`src/rtl/rf_access_ctrl.sv`:
```
// Register-file access controller: round-robin share of the RF write port and a dump sequencer on read port 1.
// Build option RF_ACCESS_STATS_EN adds saturating per-requester transfer counters (wr_cnt0/wr_cnt1).
//
// state | meaning
// ------+--------------------------------------------------------------
// IDLE  | rf_ra follows cpu_ra, write requests may be accepted
// SCAN  | rf_ra walks 0..NREG-1 for the dump, write readys held low
module rf_access_ctrl #(
    parameter int AW   = 5,
    parameter int DW   = 32,
    parameter int NREG = 32
) (
    input  logic          clk,
    input  logic          rst,
    input  logic          freeze,
    input  logic          req0_valid,
    input  logic [AW-1:0] req0_addr,
    input  logic [DW-1:0] req0_data,
    output logic          req0_ready,
    input  logic          req1_valid,
    input  logic [AW-1:0] req1_addr,
    input  logic [DW-1:0] req1_data,
    output logic          req1_ready,
    input  logic [AW-1:0] cpu_ra,
    output logic          cpu_stall,
    input  logic          dump_start,
    output logic          dump_busy,
    output logic          dump_valid,
    output logic [AW-1:0] dump_idx,
    output logic [DW-1:0] dump_data,
    output logic          rf_we,
    output logic [AW-1:0] rf_wa,
    output logic [DW-1:0] rf_wd,
    output logic [AW-1:0] rf_ra,
    input  logic [DW-1:0] rf_rd
`ifdef RF_ACCESS_STATS_EN
    ,
    output logic [15:0]   wr_cnt0,
    output logic [15:0]   wr_cnt1
`endif
);

    typedef enum logic {S_IDLE, S_SCAN} state_t;

    state_t        state_q, state_d;
    logic [AW-1:0] idx_q, idx_d;
    logic          last_grant;   // 1: requester 1 won the last transfer
    logic          in_idle;
    logic          grant0, grant1;
    logic          xfer0, xfer1;

    always_ff @(posedge clk) begin
        if (rst) begin
            state_q <= S_IDLE;
            idx_q   <= '0;
        end else begin
            state_q <= state_d;
            idx_q   <= idx_d;
        end
    end

    always_comb begin
        state_d = state_q;
        idx_d   = idx_q;
        case (state_q)
            S_IDLE: begin
                if (dump_start) begin
                    state_d = S_SCAN;
                    idx_d   = '0;
                end
            end
            S_SCAN: begin
                idx_d = idx_q + AW'(1);
                if (idx_q == AW'(NREG - 1)) begin
                    state_d = S_IDLE;
                end
            end
            default: begin
                state_d = S_IDLE;
                idx_d   = '0;
            end
        endcase
    end

    assign in_idle    = (state_q == S_IDLE);
    assign grant0     = req0_valid & (~req1_valid | last_grant);
    assign grant1     = req1_valid & (~req0_valid | ~last_grant);
    assign req0_ready = grant0 & ~freeze & in_idle;
    assign req1_ready = grant1 & ~freeze & in_idle;
    assign xfer0      = req0_valid & req0_ready;
    assign xfer1      = req1_valid & req1_ready;
    assign cpu_stall  = ~in_idle;
    assign dump_busy  = ~in_idle;
    assign rf_ra      = in_idle ? cpu_ra : idx_q;

    // Address 0 is hardwired in the RF: the handshake completes but no write is issued.
    always_ff @(posedge clk) begin
        if (rst) begin
            last_grant <= 1'b1;
            rf_we      <= 1'b0;
            rf_wa      <= '0;
            rf_wd      <= '0;
        end else begin
            rf_we <= (xfer0 && (req0_addr != '0)) || (xfer1 && (req1_addr != '0));
            if (xfer0) begin
                rf_wa      <= req0_addr;
                rf_wd      <= req0_data;
                last_grant <= 1'b0;
            end else if (xfer1) begin
                rf_wa      <= req1_addr;
                rf_wd      <= req1_data;
                last_grant <= 1'b1;
            end
        end
    end

    always_ff @(posedge clk) begin
        if (rst) begin
            dump_valid <= 1'b0;
            dump_idx   <= '0;
            dump_data  <= '0;
        end else begin
            dump_valid <= (state_q == S_SCAN);
            if (state_q == S_SCAN) begin
                dump_idx  <= idx_q;
                dump_data <= rf_rd;
            end
        end
    end

`ifdef RF_ACCESS_STATS_EN
    always_ff @(posedge clk) begin
        if (rst) begin
            wr_cnt0 <= '0;
            wr_cnt1 <= '0;
        end else begin
            if (xfer0 && (wr_cnt0 != 16'hFFFF)) wr_cnt0 <= wr_cnt0 + 16'd1;
            if (xfer1 && (wr_cnt1 != 16'hFFFF)) wr_cnt1 <= wr_cnt1 + 16'd1;
        end
    end
`endif

endmodule

```
`config.mk`:
```
export PLATFORM = sky130hd
export DESIGN_NAME = rf_access_ctrl
export DESIGN_NICKNAME = d
export VERILOG_FILES = /design/src/rtl/rf_access_ctrl.sv
export SDC_FILE = /design/constraint.sdc
export NUM_CORES = 1
export LEC_CHECK = 0
export BUFFER_PORTS_ARGS = -buffer_cell sky130_fd_sc_hd__buf_2
export CAP_MARGIN = 0
export CORE_UTILIZATION = 34
export DETAILED_ROUTE_END_ITERATION = 10
export PLACE_DENSITY = 0.71
export SYNTH_ARGS = -nofsm -noshare
export SYNTH_HDL_FRONTEND = slang
export SYNTH_SLANG_ARGS = --single-unit
```
`constraint.sdc`:
```
create_clock -name clk -period 4.3 [get_ports clk]
set_input_delay 0.215 -clock clk [delete_from_list [all_inputs] [get_ports clk]]
set_output_delay 0.215 -clock clk [all_outputs]
set_load 0.01 [all_outputs]
```
# After elaboration in Yosys (flattened, before gate mapping)
# Cells that the tools add are included.
dict set report totals {
  out_inout_bits 85
  elab_cells 45
  reg_bits 83
}
dict set report classes {
  eq_ne 2
  muxes 12
  n_reduce_logical 6
  addsub 1
  n_bitwise 15
}
# op n
set op_table {}
lappend op_table {{two-way mux 32 bit} 2}
lappend op_table {{two-way mux 5 bit} 4}
lappend op_table {{one-hot mux 5 bit (2 select lines)} 1}
lappend op_table {{nonzero test 5 bit} 2}
lappend op_table {{AND 1 bit} 8}
lappend op_table {{adder 5 x 1 -> 5 bit (second input constant)} 1}
lappend op_table {{== test 5 bit (second input constant)} 1}
lappend op_table {{inverter 1 bit} 5}
lappend op_table {{two-way mux 1 bit} 4}
lappend op_table {{logical AND 1 bit} 2}
lappend op_table {{!= test 2 bit (second input constant)} 1}
lappend op_table {{OR 1 bit} 2}
lappend op_table {{one-hot mux 1 bit (2 select lines)} 1}
lappend op_table {{nonzero test 2 bit} 1}
lappend op_table {{logical OR 1 bit} 1}

# Longest topological paths before layout
# Gate-level depths: netlist of the first run.
dict set report depth {
  word_depth 8
  ltp_mapped 8
  ltp_nobuf 6
}

# Worst setup path after synthesis of the first run
# OpenSTA, ideal clock, no wires.
dict set report synth_timing {
  path_kind {reg2out}
  start {register state_q (netlist: cpu_stall)}
  end {output port rf_ra[0]}
  arrival_ns 1.222
  slack_ns 2.863
  t_required_ns 4.085
  path_stages_with_launch 5
  n_path_buf 3
  cell_sequence {dfxtp_1 -> buf_6 -> clkbuf_1 -> clkbuf_1 -> o21ai_0}
}
dict set report synth_via {
  elab_chain_len 1
}
# element line_no
set synth_lines {}
lappend synth_lines {{start, declared} 45} ;# state_t state_q, state_d;
lappend synth_lines {{start signal, assigned} 57} ;# state_q <= state_d;
lappend synth_lines {{two-way mux 5 bit} 94} ;# assign rf_ra = in_idle ? cpu_ra : idx_q;
lappend synth_lines {{end, declared} 34} ;# output logic [AW-1:0] rf_ra,
# No other way between the ends.

# Final worst setup path of the first run
dict set report layout_timing {
  start {register last_grant}
  end {output port req0_ready}
}
dict set report layout_via {
  elab_chain_len 4
}
# element line_no
set layout_lines {}
lappend layout_lines {{start, declared} 47} ;# logic last_grant;
lappend layout_lines {{start signal, assigned} 99} ;# last_grant <= 1'b1;
lappend layout_lines {{start signal, assigned} 108} ;# last_grant <= 1'b0;
lappend layout_lines {{start signal, assigned} 112} ;# last_grant <= 1'b1;
lappend layout_lines {{OR 1 bit} 86} ;# assign grant0 = req0_valid & (~req1_valid | last_grant);
lappend layout_lines {{AND 1 bit} 86}
lappend layout_lines {{AND 1 bit (2 in a row)} 88} ;# assign req0_ready = grant0 & ~freeze & in_idle;
lappend layout_lines {{end, declared} 19} ;# output logic req0_ready,
# No other way between the ends.

==> impl_metrics.tcl, run 1 <==
set metrics [dict create \
    numCtsBuffers 9 \
    vias_per_cell 4.77 \
    grt_pass1_wl_mm 14.5 \
    clock_latency_ns 0.35 \
    rows 36 \
    synth_top_area_cell "dfxtp_1" \
    fillers 981 \
    die_h_um 103 \
    crit_type "register to output pin" \
    yosys_register_bits 83 \
    status "finished clean" \
    timing.rr.end "rf_wd[15]$_SDFFE_PP0P_" \
    cellPowerDensity_nw_per_um2 355 \
    cts_resized 0 \
    drv_cap 0 \
    synth_top_area_frac 0.477 \
    p_leak_nw 2.32 \
    area_delta_synth_final_pct 34.9 \
    cp-start-kind "register" \
    hp-class "input port to register" \
    wl_per_cell_um 13.8 \
    finalSetupViolations 0 \
    synth-compound-area-share 0.192 \
    hold_viol_final 0 \
    peakVddDrop_uv 156 \
    nNetsFinal 695 \
    rsz0062_at_grt "false" \
    final_common_cell "buf_2" \
    die_x_um 103 \
    relSlewSlack 0.251 \
    mostFrequentLayoutCells "buf_2, dfxtp_1, nor2_1, nand2_1, a21oi_1" \
    ff2ff_setup_slack_ns 2.10 \
    fin_util 0.476 \
    wl_mm 9.82 \
    synth_area_leaders "dfxtp_1, mux2i_1, nor2_1, a211oi_1, a21oi_1" \
    clock_sinks 83 \
    start_util 0.353 \
    synth_edf_count 0 \
    gp_congestion 0.751 \
    pin_count 202 \
    synthFlopType "dfxtp_1" \
    ys_types 32 \
    drc_errors 0 \
    hpwl_mm 6.93 \
    r2r_start "last_grant$_SDFFE_PP1P_" \
    synth_fp_nets 510 \
    synthAdderAreaFrac 0.00719 \
    clock-skew-final_ns 0.00889 \
    firstDrtPassIters 4 \
    p_total_mw 1.67 \
    io_buffers 201 \
    drtIter0Drc 88 \
    wl_met2_mm 4.54 \
    syn_area_um2 3480 \
    reg2reg_depth 5 \
    cp_data_arrival_time_ns 2.27 \
    period_needed_ns 2.48 \
    crit_start "last_grant$_SDFFE_PP1P_" \
    grt_usage 0.178 \
    cts_max_level 3 \
    die_area_um2 10700 \
    n_antenna_cell 0 \
    synth_top_family_by_area "compound AO/OA/AOI/OAI gates" \
    fmaxAchievable_ghz 0.403 \
    wl_met3_mm 1.01 \
    tritoncts "built" \
    end_kind "output pin" \
    antenna_left 0 \
    clockBufferDepth 2 \
    postCtsHoldBufs 0 \
    synth_warnings 0 \
    first_global_vias 3076 \
    async_flop_share 0 \
    drive_gt1_frac 0.420 \
    synth-simple-area-share 0.168 \
    fin_crit_sh 0.577 \
    drv_slew 0 \
    postCtsSetupRepairBufs 0 \
    synth_xor_area_frac 0.00503 \
    yosysSeqAreaShare 0.477 \
    hold_slack_ns 0.103 \
    coreArea_um2 9860 \
    syn_inst 391 \
    cp_max_fo 39 \
    via_count 3408 \
    cts_root_buffer "clkbuf_8" \
    overflow 0 \
    endpoint "req0_ready" \
    tns_ns 0 \
    cts.clk_slew.worst_paths_ns 0.09 \
    tightest_slew_ns 1.12 \
    m1WireLength_mm 4.20 \
    synth.mux.area_fraction 0.0949 \
    syn-mean-instance-area_um2 8.91 \
    grt_max_degree 64 \
    required_ns 4.09 \
    antenna_found_initial 0 \
    top_layer_used "met4" \
]
-- cell usage after synthesis (3+ instances only) --
cell / count
nand2_1: 43
o21ai_0: 8
mux2i_1: 33
buf_2: 7
a211oi_2: 10
a21oi_1: 37
a211oi_1: 27
a21oi_2: 10
inv_1: 8
dfxtp_1: 83
nor2_1: 74
nand2b_1: 7
clkbuf_1: 15
nor3b_1: 3
buf_4: 3
-- area by class of cell --
cell class	count	area, um^2	share of cell area
clock buffers	14	163	0.0346
clock inverters	2	10.0	0.00213
inverters	10	37.5	0.00799
multi-input cells	268	1630	0.347
flip-flops and latches	83	1660	0.354
well taps	133	166	0.0354
repair buffers	204	1030	0.219
-- how the worst min path moves through the flow --
stage	cells past startpoint	from	to	slack [ns]
finish	3	rf_rd[22]	dump_data[22]$_SDFFE_PP0P_	0.10
global route	3	rf_rd[18]	dump_data[18]$_SDFFE_PP0P_	0.07
CTS	3	rf_rd[20]	dump_data[20]$_SDFFE_PP0P_	0.07
detailed placement	2	rf_wd[2]$_SDFFE_PP0P_	rf_wd[2]$_SDFFE_PP0P_	0.46
global placement	2	rf_wd[9]$_SDFFE_PP0P_	rf_wd[9]$_SDFFE_PP0P_	0.45
floorplan	2	req1_data[10]	rf_wd[10]$_SDFFE_PP0P_	0.36
-- metrics by stage --
stage	worst slack [ns]	instance area, um^2	cells
6_report	1.82	4700	714
5_1_grt	1.65	4700	714
4_1_cts	1.79	4700	714
3_5_place_dp	2.15	4520	698
3_3_place_gp	2.22	4520	698
2_1_floorplan	2.86	3480	391
-- report_power, final --
part / internal [mW] / leakage [nW] / total (mW) / switching [mW]
Clock: 0.241 / 0.0905 / 0.514 / 0.273
Sequential: 0.818 / 0.682 / 0.844 / 0.0259
Combinational: 0.137 / 1.55 / 0.309 / 0.173
Total: 1.20 / 2.32 / 1.67 / 0.472
-- registers in the layout (all words and copies together), names as in the netlist --
signal	flops
idx_q	5
rf_we	1
cpu_stall	1
dump_data	32
dump_valid	1
rf_wa	5
rf_wd	32
dump_idx	5
last_grant	1
-- per-layer routing --
layer | GRT usage | vias up
met5 | 0 | -
met4 | 0.0553 | 0
met3 | 0.0672 | 6
met2 | 0.304 | 176
met1 | 0.205 | 1528
li1 | - | 1698
-- critical path, stage by stage, from the launching register on --
cell      delay (ns)
dfxtp_1         0.36
nand2b_1        0.16
nand3_4         0.37
inv_2           0.75
buf_2           0.26
-- kinds of logic after synthesis --
group / after synthesis
compound gates: 95
simple gates: 136
flops: 83
xor+xnor: 2
mux: 33
buf+inv: 40
fa+ha+maj: 2
Power figures use the tool's default switching activity.
==> run 2, diff against run 1 <==
- ABC_AREA: not set -> 1
- PLACE_DENSITY: 0.71 -> 0.73
- clock period: 4.3 -> 2.2 ns (I/O delays scaled with it)
==> impl_metrics.tcl, run 2 <==
set metrics [dict create \
    status "finished clean" \
    hold_slack_ns 0.0319 \
    relSlewSlack 0.682 \
    clock-skew-final_ns 0.00715 \
    coreArea_um2 10300 \
    grt_usage 0.202 \
    antenna_found_initial 0 \
    syn_area_um2 3600 \
    drive_gt1_frac 0.317 \
    synth.mux.area_fraction 0 \
    nNetsFinal 859 \
    cp_top_family "buffers and inverters" \
    syn-mean-instance-area_um2 6.88 \
    synth_top_family_by_area "simple AND/OR/NAND/NOR gates" \
    synth_area_leaders "dfxtp_1, nor2_1, nand2_1, o21ai_0, inv_1" \
    fmaxAchievable_ghz 0.508 \
    synth_warnings 0 \
    grt_max_degree 47 \
    crit_type "register to output pin" \
    vias_per_cell 4.49 \
    finalSetupViolations 0 \
    synth-compound-area-share 0.118 \
    cellPowerDensity_nw_per_um2 654 \
    reg.largest.list "dump_data x32, rf_wd x32" \
    synth-simple-area-share 0.333 \
    yosysSeqAreaShare 0.462 \
    drc_errors 0 \
    period_needed_ns 1.97 \
    peakVddDrop_uv 269 \
    drtIter0Drc 351 \
    required_ns 2.09 \
    p_leak_nw 2.79 \
    hpwl_mm 7.28 \
    cts.clk_slew.worst_paths_ns 0.07 \
    wl_mm 10.6 \
    hold_viol_final 0 \
    ys_types 30 \
    cp_max_fo 40 \
    synth.cells.most_frequent "nor2_1, nand2_1, dfxtp_1" \
    critPathBufInv 4 \
    fin_util 0.501 \
    area_delta_synth_final_pct 43.2 \
    fillers 1015 \
    hp-class "input port to register" \
    synth_top_area_cell "dfxtp_1" \
    overflow 0 \
    die_area_um2 11000 \
    clock_sinks 83 \
    drv_cap 0 \
    gp_congestion 0.758 \
    rsz0062_at_grt "false" \
    antenna_left 0 \
    tightest_slew_ns 0.476 \
    mostFrequentLayoutCells "buf_2, nor2_1, nand2_1, dfxtp_1, o21ai_0" \
    max_stage_delay_ns 0.34 \
    n_antenna_cell 0 \
    synth_top_area_frac 0.462 \
    yosys_register_bits 83 \
    rows 37 \
    cts_max_level 3 \
    tritoncts "built" \
    synth_edf_count 0 \
    first_global_vias 3775 \
    crit_chain "inv_1 > nand2_1 > nand3_4 > buf_12 > inv_2 > buf_2" \
    postCtsSetupRepairBufs 0 \
    firstDrtPassIters 4 \
    slowest_stage "dfxtp_1" \
    synth_fp_nets 642 \
    multi_input_area_um2 1650 \
    drv_slew 0 \
    die_h_um 105 \
    synthAdderAreaFrac 0.00695 \
    via_count 3960 \
    p_total_mw 3.37 \
    wl_per_cell_um 12.1 \
    clock_latency_ns 0.35 \
    pin_count 202 \
    fin_crit_sh 0.895 \
    regArea_um2 1660 \
    synth.most_common_cell "nor2_1" \
    cp-start-kind "register" \
    synthFlopType "dfxtp_1" \
    syn_inst 523 \
    final_common_cell "buf_2" \
    async_flop_share 0 \
    cp_data_arrival_time_ns 1.86 \
    numCtsBuffers 9 \
    grt_pass1_wl_mm 17.9 \
    die_x_um 105 \
    start_util 0.350 \
    io_buffers 201 \
    end_kind "output pin" \
    synth_xor_area_frac 0 \
    tns_ns 0 \
    cts_root_buffer "clkbuf_8" \
    clockBufferDepth 2 \
]
[run 2: cell count changes after synthesis, moves of 7 or more]
cell	change
inv_1	+19
nand3_1	+13
nor2_1	+76
a211oi_1	-26
o21ai_1	+7
a211oi_2	-10
mux2i_1	-33
nand2b_1	-7
a21oi_1	-28
o21ai_0	+47
buf_2	+7
nand2_1	+75
a21oi_2	-7
[run 2: metrics by stage]
step                setup WS (ns)  area [um^2]  cells
finish                      0.230         5150    881
detailed placement          0.459         4660    834
CTS                         0.191         5150    881
floorplan                   0.871         3600    523
global route               0.0680         5150    881
global placement            0.482         4660    834
[run 2: tightest hold or removal path: stages]
cell and delay (ns):
buf_2 0.09, nor2_1 0.05, nor2_1 0.09
[run 2: final cells by class]
class,instances,share of cell area
sequential,83,0.323
multi-input combinational,376,0.319
timing repair buffer,238,0.267
tap,136,0.0330
clock buffer,13,0.0308
inverter,32,0.0233
clock inverter,3,0.00413
[run 2: metal layers]
| metal | wire [um] | global-route usage |
|---|---|---|
| met1 | 4910 | 0.249 |
| met2 | 4720 | 0.333 |
| met3 | 898 | 0.0636 |
| met4 | 116 | 0.0644 |
| met5 | 0 | 0 |
[run 2: path summary, 6_finish.rpt]
path | startpoint | endpoint | slack, ns | cells after the start
worst max-delay path | last_grant$_SDFFE_PP1P_ | req0_ready | 0.23 | 6
worst min register to register | dump_idx[2]$_SDFFE_PP0P_ | dump_idx[2]$_SDFFE_PP0P_ | 0.46 | 2
worst max register to register | cpu_stall$_SDFF_PP0_ | rf_wd[26]$_SDFFE_PP0P_ | 0.48 | 6
worst min-delay path | rf_rd[19] | dump_data[19]$_SDFFE_PP0P_ | 0.03 | 3
[run 2: report_power, final]
part | leakage [nW] | switching, mW | internal [mW]
Combinational | 2.02 | 0.381 | 0.302
Clock | 0.0900 | 0.537 | 0.476
Sequential | 0.684 | 0.0553 | 1.62
[run 2: kinds of logic after synthesis]
family / Yosys count
adders and majority gates: 2
buffers and inverters: 64
DFF: 83
AOI/OAI and AO/OA: 79
and+or+nand+nor: 295
[run 2: timing repair]
item	CTS	global route
hold endpoints to repair	31	0
hold buffers	31	0
gates resized for setup	0	0
==> run 3, diff against run 2 <==
- PLACE_DENSITY: 0.73 -> 0.68
==> impl_metrics.tcl, run 3 (same netlist as run 2, synthesis figures left out) <==
set metrics [dict create \
    post-place-ws_ns 0.388 \
    cts_root_buffer "clkbuf_8" \
    crit_start "last_grant$_SDFFE_PP1P_" \
    antenna_left 0 \
    die_x_um 105 \
    pwr-share-seq 0.481 \
    rows 37 \
    p_total_mw 3.47 \
    placed_cells 833 \
    start_util 0.350 \
    cp_top_family "buffers and inverters" \
    placed_cell_area_um2 4640 \
    crit_type "register to output pin" \
    multi_input_area_um2 1650 \
    tritoncts "built" \
    clock-skew-final_ns 0.00640 \
    tns_ns 0 \
    cp.depth 5 \
    clkPwrFrac 0.325 \
    drive_gt1_frac 0.320 \
    pin_count 202 \
    cts_max_level 3 \
    fin_crit_sh 0.855 \
    period_needed_ns 1.88 \
    p_leak_nw 2.76 \
    overflow 0 \
    regArea_um2 1660 \
    slowest_stage "inv_2" \
    reg2reg_depth 6 \
    grt_pass1_wl_mm 17.1 \
    crit_chain "inv_1 > nand2_1 > nand3_4 > inv_2 > buf_2" \
    vias_per_cell 4.62 \
    drtIter0Drc 278 \
    hp-class "input port to register" \
    max_stage_delay_ns 0.40 \
    combPwrFrac 0.194 \
    die_h_um 105 \
    status "finished clean" \
    critPathBufInv 3 \
    clock_sinks 83 \
    fmaxAchievable_ghz 0.532 \
    area_delta_synth_final_pct 41.6 \
    drc_errors 0 \
    die_area_um2 11000 \
    cellPowerDensity_nw_per_um2 682 \
    cts.clk_slew.worst_paths_ns 0.08 \
    r2r_start "cpu_stall$_SDFF_PP0_" \
    final_area_um2 5090 \
    wl_per_cell_um 12.4 \
    required_ns 2.09 \
    timing.final.ws_setup_ns 0.319 \
    cp_data_arrival_time_ns 1.77 \
    antenna_found_initial 0 \
    gp_congestion 0.788 \
    reg.largest.list "dump_data x32, rf_wd x32" \
    fin_cells 874 \
    finalSetupViolations 0 \
    hpwl_mm 7.44 \
    numCtsBuffers 9 \
    cp-start-kind "register" \
    clock_latency_ns 0.35 \
    ff2ff_setup_slack_ns 0.39 \
    first_global_vias 3743 \
    io_buffers 201 \
    final_common_cell "buf_2" \
    drv_cap 0 \
    n_antenna_cell 0 \
    hold_viol_final 0 \
    switching_power_mw 1.01 \
    via_count 4036 \
    wl_mm 10.8 \
    drv_slew 0 \
    cts_resized 0 \
    tightest_slew_ns 0.458 \
    mostFrequentLayoutCells "buf_2, nor2_1, nand2_1, dfxtp_1, o21ai_0" \
    firstDrtPassIters 5 \
    timing.rr.end "rf_wd[4]$_SDFFE_PP0P_" \
    relSlewSlack 0.695 \
    switching_share 0.290 \
    coreArea_um2 10300 \
    rsz0062_at_grt "false" \
    cp_max_fo 24 \
    p_int_mw 2.47 \
    endpoint "req0_ready" \
    clockBufferDepth 2 \
    grt_usage 0.193 \
    peakVddDrop_uv 334 \
    fillers 1055 \
    grt_max_degree 46 \
    nNetsFinal 852 \
    end_kind "output pin" \
]
[run 3: cell types whose count changed in the layout (fill, tap and decap cells not counted), sizes merged]
cell | previous run | this run
clkbuf | 13 | 11
clkinvlp | 1 | 3
dlygate4sd3 | 31 | 25
bufinv | 0 | 1
clkinv | 2 | 1
buf | 207 | 206
[run 3: worst reg2reg max path: stages, from the launching register on]
cell and delay [ns]:
dfxtp_1 0.33, inv_2 0.13, nand4_2 0.32, nand2_4 0.45, inv_2 0.25, nor2_1 0.18, nor2_1 0.05
[run 3: metal layers]
layer,wire length [um],GRT usage
met5,0,0
met4,153,0.0734
met3,802,0.0524
met2,5110,0.330
met1,4740,0.229
[run 3: metrics by stage]
step | hold slack, ns | util
6_report | 0.0106 | 0.496
5_1_grt | 0.0153 | 0.496
4_1_cts | 0.00110 | 0.496
3_5_place_dp | 0.338 | 0.452
3_3_place_gp | 0.333 | 0.452
2_1_floorplan | 0.245 | -
[run 3: worst min path at each step]
stage                   start                         end  slack, ns  cells after the start
floorplan            rf_rd[0]   dump_data[0]$_SDFFE_PP0P_       0.24                      2
global placement     rf_rd[5]   dump_data[5]$_SDFFE_PP0P_       0.33                      3
detailed placement   rf_rd[8]   dump_data[8]$_SDFFE_PP0P_       0.34                      3
CTS                 rf_rd[19]  dump_data[19]$_SDFFE_PP0P_      0.001                      3
global route        rf_rd[16]  dump_data[16]$_SDFFE_PP0P_       0.02                      3
finish              rf_rd[19]  dump_data[19]$_SDFFE_PP0P_       0.01                      3
[run 3: power groups by stage]
stage | Sequential, mW | Clock [mW] | Combinational (mW)
6_report | 1.67 | 1.13 | 0.673
5_1_grt | 1.69 | 1.24 | 0.754
4_1_cts | 1.67 | 1.17 | 0.675
3_5_place_dp | 1.70 | 0 | 0.640
3_3_place_gp | 1.70 | 0 | 0.628
2_1_floorplan | 1.75 | 0 | 0.313
[run 3: final cells by class]
class,instances,area share
clock buffers,11,0.0278
inverters,32,0.0236
multi-input cells,376,0.323
repair buffers,231,0.254
well taps,136,0.0334
flip-flops and latches,83,0.326
clock inverters,5,0.0120
[run 3: what timing repair did]
| item | CTS | global route |
|---|---|---|
| hold endpoints to repair | 25 | 0 |
| hold buffers | 25 | 0 |
| buffers inserted | 0 | 0 |
